**config.mk**
```make
export PLATFORM = sky130hd
export DESIGN_NAME = conv1_col_scheduler
export DESIGN_NICKNAME = d
export VERILOG_FILES = /design/src/rtl/conv1_col_scheduler.sv
export SDC_FILE = /design/constraint.sdc
export NUM_CORES = 2
export LEC_CHECK = 0
export CAP_MARGIN = 20
export CORE_AREA = 4 4 597 599
export CTS_CLUSTER_DIAMETER = 50
export DETAILED_ROUTE_END_ITERATION = 7
export DIE_AREA = 0 0 601 603
export PLACE_DENSITY = 0.3
export SLEW_MARGIN = 0
export SYNTH_ARGS = -nofsm -noshare
export SYNTH_HDL_FRONTEND = slang
export SYNTH_SLANG_ARGS = --single-unit
```
**constraint.sdc**
```tcl
create_clock -name clk -period 24.4 [get_ports clk]
set_input_delay 2.44 -clock clk [delete_from_list [all_inputs] [get_ports clk]]
set_output_delay 2.44 -clock clk [all_outputs]
set_load 0.02 [all_outputs]
```
**src/rtl/conv1_col_scheduler.sv**
```systemverilog
// conv1_col_scheduler: streams one frame of columns from the input column buffer
// into the first convolution layer, counts returned fm/pool columns, reports done
// and flags a drain timeout.
// Optional feature macro: CONV1_SCHED_PERF_EN adds frame_cycles[31:0]
// (cycles from accepted start through done, inclusive).
module conv1_col_scheduler #(
    parameter int unsigned DATA_WIDTH           = 16,
    parameter int unsigned INPUT_COL_SIZE       = 12,
    parameter int unsigned INPUT_CHANNEL_NUMBER = 4,
    parameter int unsigned KERNEL_SIZE          = 3,
    parameter int unsigned NUM_COLS             = 12,
    parameter int unsigned WARMUP_CYCLES        = 4,
    parameter int unsigned COL_GAP              = 1,
    parameter int unsigned DRAIN_TIMEOUT        = 64,
    localparam int unsigned COL_W  = INPUT_CHANNEL_NUMBER * INPUT_COL_SIZE * DATA_WIDTH,
    localparam int unsigned ADDR_W = (NUM_COLS > 1) ? $clog2(NUM_COLS) : 1
) (
    input  logic              clk,
    input  logic              rst,
    input  logic              start,
    output logic              busy,
    output logic              done,
    output logic              error,
    output logic              rd_en,
    output logic [ADDR_W-1:0] rd_addr,
    input  logic [COL_W-1:0]  rd_data,
    output logic              conv_valid_in,
    output logic [COL_W-1:0]  conv_cols,
    input  logic              conv_column_valid,
    input  logic              conv_valid_out
`ifdef CONV1_SCHED_PERF_EN
    ,
    output logic [31:0]       frame_cycles
`endif
);

    localparam int unsigned IDX_W     = $clog2(NUM_COLS + 1);
    localparam int unsigned CNT_W     = IDX_W;
    localparam int unsigned FM_COLS   = NUM_COLS - KERNEL_SIZE + 1;
    localparam int unsigned POOL_COLS = FM_COLS / 2;
    localparam int unsigned WARM_W    = (WARMUP_CYCLES > 0) ? $clog2(WARMUP_CYCLES + 1) : 1;
    localparam int unsigned GAP_W     = (COL_GAP > 0) ? $clog2(COL_GAP + 1) : 1;
    localparam int unsigned DRN_W     = (DRAIN_TIMEOUT > 0) ? $clog2(DRAIN_TIMEOUT + 1) : 1;

    localparam logic [CNT_W-1:0]  CNT_MAX   = '1;
    localparam logic [CNT_W-1:0]  FM_TGT    = CNT_W'(FM_COLS);
    localparam logic [CNT_W-1:0]  POOL_TGT  = CNT_W'(POOL_COLS);
    localparam logic [IDX_W-1:0]  LAST_IDX  = IDX_W'(NUM_COLS - 1);
    localparam logic [IDX_W-1:0]  END_IDX   = IDX_W'(NUM_COLS);
    localparam logic [WARM_W-1:0] WARM_LAST = WARM_W'((WARMUP_CYCLES > 0) ? WARMUP_CYCLES - 1 : 0);
    localparam logic [GAP_W-1:0]  GAP_LAST  = GAP_W'((COL_GAP > 0) ? COL_GAP - 1 : 0);
    localparam logic [DRN_W-1:0]  DRN_LAST  = DRN_W'((DRAIN_TIMEOUT > 0) ? DRAIN_TIMEOUT - 1 : 0);

    typedef enum logic [2:0] {
        S_WARMUP,
        S_IDLE,
        S_FETCH,
        S_ISSUE,
        S_GAP,
        S_DRAIN,
        S_DONE
    } state_t;

    state_t            state;
    logic              pending;
    logic [WARM_W-1:0] warm_cnt;
    logic [GAP_W-1:0]  gap_cnt;
    logic [DRN_W-1:0]  drain_cnt;
    logic [IDX_W-1:0]  col_idx;
    logic [CNT_W-1:0]  fm_cnt;
    logic [CNT_W-1:0]  pool_cnt;

    // Frame sequencer: state, column/fm/pool counters and all registered outputs
    always_ff @(posedge clk or posedge rst) begin
        if (rst) begin
            state         <= S_WARMUP;
            pending       <= 1'b0;
            warm_cnt      <= '0;
            gap_cnt       <= '0;
            drain_cnt     <= '0;
            col_idx       <= '0;
            fm_cnt        <= '0;
            pool_cnt      <= '0;
            busy          <= 1'b0;
            done          <= 1'b0;
            error         <= 1'b0;
            rd_en         <= 1'b0;
            rd_addr       <= '0;
            conv_valid_in <= 1'b0;
            conv_cols     <= '0;
        end else begin
            done          <= 1'b0;
            rd_en         <= 1'b0;
            conv_valid_in <= 1'b0;

            // Layer outputs are only counted inside a frame; saturate instead of wrapping
            if (busy && conv_column_valid && (fm_cnt != CNT_MAX)) begin
                fm_cnt <= fm_cnt + CNT_W'(1);
            end
            if (busy && conv_valid_out && (pool_cnt != CNT_MAX)) begin
                pool_cnt <= pool_cnt + CNT_W'(1);
            end

            case (state)
                S_WARMUP: begin
                    if (start) begin
                        pending <= 1'b1;
                    end
                    if (warm_cnt == WARM_LAST) begin
                        state <= S_IDLE;
                    end else begin
                        warm_cnt <= warm_cnt + WARM_W'(1);
                    end
                end

                S_IDLE: begin
                    if (start || pending) begin
                        pending  <= 1'b0;
                        col_idx  <= '0;
                        fm_cnt   <= '0;
                        pool_cnt <= '0;
                        error    <= 1'b0;
                        busy     <= 1'b1;
                        rd_en    <= 1'b1;
                        rd_addr  <= '0;
                        state    <= S_FETCH;
                    end
                end

                // rd_data for rd_addr arrives during ISSUE (1-cycle buffer latency)
                S_FETCH: begin
                    state <= S_ISSUE;
                end

                S_ISSUE: begin
                    conv_cols     <= rd_data;
                    conv_valid_in <= 1'b1;
                    col_idx       <= col_idx + IDX_W'(1);
                    gap_cnt       <= '0;
                    drain_cnt     <= '0;
                    if (COL_GAP > 0) begin
                        state <= S_GAP;
                    end else if (col_idx == LAST_IDX) begin
                        state <= S_DRAIN;
                    end else begin
                        rd_en   <= 1'b1;
                        rd_addr <= ADDR_W'(col_idx + IDX_W'(1));
                        state   <= S_FETCH;
                    end
                end

                S_GAP: begin
                    drain_cnt <= '0;
                    if (gap_cnt == GAP_LAST) begin
                        if (col_idx != END_IDX) begin
                            rd_en   <= 1'b1;
                            rd_addr <= ADDR_W'(col_idx);
                            state   <= S_FETCH;
                        end else begin
                            state <= S_DRAIN;
                        end
                    end else begin
                        gap_cnt <= gap_cnt + GAP_W'(1);
                    end
                end

                // Wait for all expected layer outputs, bounded by the drain timer
                S_DRAIN: begin
                    if ((fm_cnt == FM_TGT) && (pool_cnt == POOL_TGT)) begin
                        done  <= 1'b1;
                        busy  <= 1'b0;
                        state <= S_DONE;
                    end else if (drain_cnt == DRN_LAST) begin
                        error <= 1'b1;
                        done  <= 1'b1;
                        busy  <= 1'b0;
                        state <= S_DONE;
                    end else begin
                        drain_cnt <= drain_cnt + DRN_W'(1);
                    end
                end

                S_DONE: begin
                    state <= S_IDLE;
                end

                default: begin
                    state <= S_WARMUP;
                end
            endcase
        end
    end

`ifdef CONV1_SCHED_PERF_EN
    // Frame length: 1 on the accepting cycle, then +1 for every in-frame cycle through DONE
    always_ff @(posedge clk or posedge rst) begin
        if (rst) begin
            frame_cycles <= '0;
        end else if ((state == S_IDLE) && (start || pending)) begin
            frame_cycles <= 32'd1;
        end else if ((state != S_IDLE) && (state != S_WARMUP)) begin
            frame_cycles <= frame_cycles + 32'd1;
        end
    end
`endif

endmodule

```
==> impl_results.md <==
* RSZ-0062 raised after global routing: false
* Final clock skew at 0.106 ns
* Gr ovfl total at 0
* Final HPWL from detailed placement at 208000 um
* Crit Path Max Fanout at 70
* Slew Limit Fails at 0
* Setup CP Type: primary input to asynchronous set/reset pin
* FF-to-FF End: conv_cols[705]
* Status: complete, no violations
* Highest routed layer: met5
* Largest net degree at the start of global routing at 146
* Syn. warnings at 0
* Hold_buf cts at 0
* Static leakage at 25.5 nW
* Area grow syn2layout at 89.2%
* Die ar. at 362000 um^2
* Postcts setup bufs at 0
* Clk_lat worst skew at 0.86 ns
* Slowest library cell on the worst path: buf_4
* Core area at 351000 um^2
* Met2 WL at 135000 um
* Antenna Nets Post-Route at 0
* Post-route cell area at 57700 um^2
* Top cell by count, worst path: buf_4
* FFs w/ async S/R, synth at 100%
* CP Launch Type: primary input
* Syn_nets at 4200
* Post-DP Area at between 50000 and 60000 um^2
* GP Congestion at 0.883
* PortBufs at 1549
* Setup-failing EPs final at 0
* Largest area contributor in the netlist: dfrtp_1
* Pwr dens at between 70 and 80 nW/um^2
* Post-Route M1 WL at 94600 um
* Row count at around 220
* CTS tree: built
* Cells after Synth at 3418
* Synth cell types at 47
* Ports at 1550
* Register area share after synthesis at 65.9%
* Nets@finish at around 5800
* R2r startpoint: state[2]
* Worst vdd ir at 0.0533 mV
* DRC viols at 0
* Clk sinks at 803
* Fmax at 0.152 GHz
* Clk buf depth at 4
* Total negative setup slack at 0 ns
* Crit path capture type: asynchronous set/reset pin
* End point of the worst hold path: conv_cols[160]
* Hold_sp: conv_cols[160]
* CTS H-Tree Depth at 4
* Layout cells sized above 1 at 7.02%
* Main flop type after synthesis: dfrtp_1
* WHS Path Cells at 2
* Reg2Reg Setup Slack at approximately 19 ns
* Mapped Area at 30500 um^2
* Via density at roughly 3.1
* Pre-Repair DR Iteration Count at 5
* Critical path data required time at 25.22 ns
* Clk slew on worst S/H paths at 0.05 ns
* Met3 Routed Length at 16600 um
* Max Cap Viol at 0
* Starting Density at 8.68%
* Slew HR at 19.0%
* Hold Vio Cnt, Final at 0
* Reg2reg path depth at 9
* Post_cts resized at 0
* Clock root cell: clkbuf_16
* Die Wd at approximately 600 um
* HP Class: flop to flop
* Routed len/inst at 25.8 um
* Critical Path AT at about 7.4 ns
* Iter 0 DRT Violations at 1716
* Top cells by area, synth: dfrtp_1 66%, nand2_1 29%, buf_2 2.8%
* Global Route Usage Sum at 13.5%
* Cell Chain, Critical Path: clkdlybuf4s50_1, clkinvlp_4, buf_4, buf_4, buf_4, buf_4, buf_4, buf_4
* Chip height at 603 um
* Synth Area per Inst at 8.92 um^2
* Period Utilization, post-route at 26.9%
* Worst Max-Slew Pin Slew at 1.21 ns
* Tmin final at 6.57 ns
* Total number of vias at 30300
* Total power at 4.57 mW
* Post-synth EDFFs at 0
* Initial antenna violation count at ~170
* First-pass GRT wire length at 328000 um
* Vias in the first global route at 31500
* Register bit total from synthesis at 803
* Routed wire length at about 250000 um
* Top-area cell type share of the netlist area at 65.9%
* Num CTS Buffers at 181
* Slowest stage delay, CP at between 0.8 and 0.9 ns
cell families after synthesis:
| kind of cell | after synthesis | synth area share, % |
|---|---|---|
| AOI/OAI and AO/OA | 44 | 0.972 |
| xor gates and xnor gates | 4 | 0.115 |
| adders and majority gates | 9 | 0.369 |
| buffers and inverters | 189 | 3.03 |
| DFF | 803 | 65.9 |
| muxes | 5 | 0.168 |
| and+or+nand+nor | 2364 | 29.5 |
cell usage in the layout (no fill, tap or decap), types with 2 or more instances in the layout:
cell             instances
nand2_1               2318
clkdlybuf4s50_1       1549
dfrtp_1                803
clkbuf_16              183
buf_4                   31
clkinvlp_4              28
clkinv_2                26
bufinv_16               25
clkbuf_8                20
diode_2                 17
inv_6                   14
clkinv_4                14
a21oi_1                 12
nor2_1                  11
clkbuf_1                11
inv_1                   10
nand3_1                  9
ha_1                     9
a31oi_1                  8
o21ai_0                  4
nor3_1                   4
mux2i_1                  4
clkinv_8                 4
and2_1                   3
xnor2_1                  3
a22o_1                   3
o211ai_1                 3
nor4_1                   3
clkinv_16                3
buf_12                   3
nor2b_1                  2
a311oi_1                 2
or3_1                    2
nand3b_1                 2
a31o_1                   2
inv_16                   2
synthesized netlist by cell type, types with 2 or more instances:
cell and number:
nor2b_1 2, nor2_1 11, nor4_1 3, o21ai_0 4
clkbuf_1 8, mux2i_1 4, nand2_1 2318, nor3_1 4
dfrtp_1 803, a311oi_1 2, inv_1 11, ha_1 9
a22o_1 3, or3_1 2, a21oi_1 12, a31oi_1 8
buf_2 168, and2_1 3, nand3_1 9, a31o_1 2
xnor2_1 3, nand3b_1 2, o211ai_1 3
flip-flops by register name, summed over array words and instances, names as in the netlist:
name and cells:
rd_addr 4, conv_valid_in 1, error 1, col_idx 4, done 1, conv_cols 768
rd_en 1, pool_cnt 4, state 3, busy 1, warm_cnt 3, fm_cnt 4
pending 1, drain_cnt 7
power by group:
group / internal (mW) / switching (mW)
logic: 0.241 / 0.254
clock network: 1.71 / 0.917
registers: 1.40 / 0.0472
stage by stage:
step           setup slack (ns)  cells  hold WS [ns]  utilization [%]
2_1_floorplan             10.94   3418         0.448                -
3_3_place_gp              16.69   9444         0.457             14.6
3_5_place_dp              16.63   9444         0.461             14.6
4_1_cts                   17.60   9773         0.474             16.4
5_1_grt                   17.11   9782         0.482             16.4
6_report                  17.83   9791         0.467             16.4
layer usage:
| metal | track usage [%] | up-vias |
|---|---|---|
| met2 | 25.3 | 1355 |
| met5 | 0 | - |
| li1 | - | 13600 |
| met3 | 3.93 | 463 |
| met4 | 3.25 | 12 |
| met1 | 14.7 | 14900 |
worst max-delay path: cells and delay by family:
| kind | cells | cell delay [ns] |
|---|---|---|
| buffers and inverters | 8 | 4.68 |
how the worst max path moves through the flow:
stage	from	to	slack [ns]	depth (start not counted)
floorplan	rst	busy	10.94	1
global placement	rst	conv_cols[678]	16.69	8
detailed placement	rst	conv_cols[693]	16.63	8
CTS	rst	conv_cols[612]	17.60	8
global route	rst	conv_cols[612]	17.11	8
finish	rst	conv_cols[685]	17.83	8
layout make-up:
| cell class | instances | area, um^2 |
|---|---|---|
| fill | 39600 | 294000 |
| clock buffer | 214 | 4900 |
| multi-input combinational | 2426 | 9480 |
| clock inverter | 115 | 1520 |
| timing repair buffer | 1584 | 15800 |
| tap | 4620 | 5780 |
| inverter | 12 | 56.3 |
| antenna | 17 | 42.5 |
| sequential | 803 | 20100 |
Note: power is estimated with default switching activity, not from simulation.
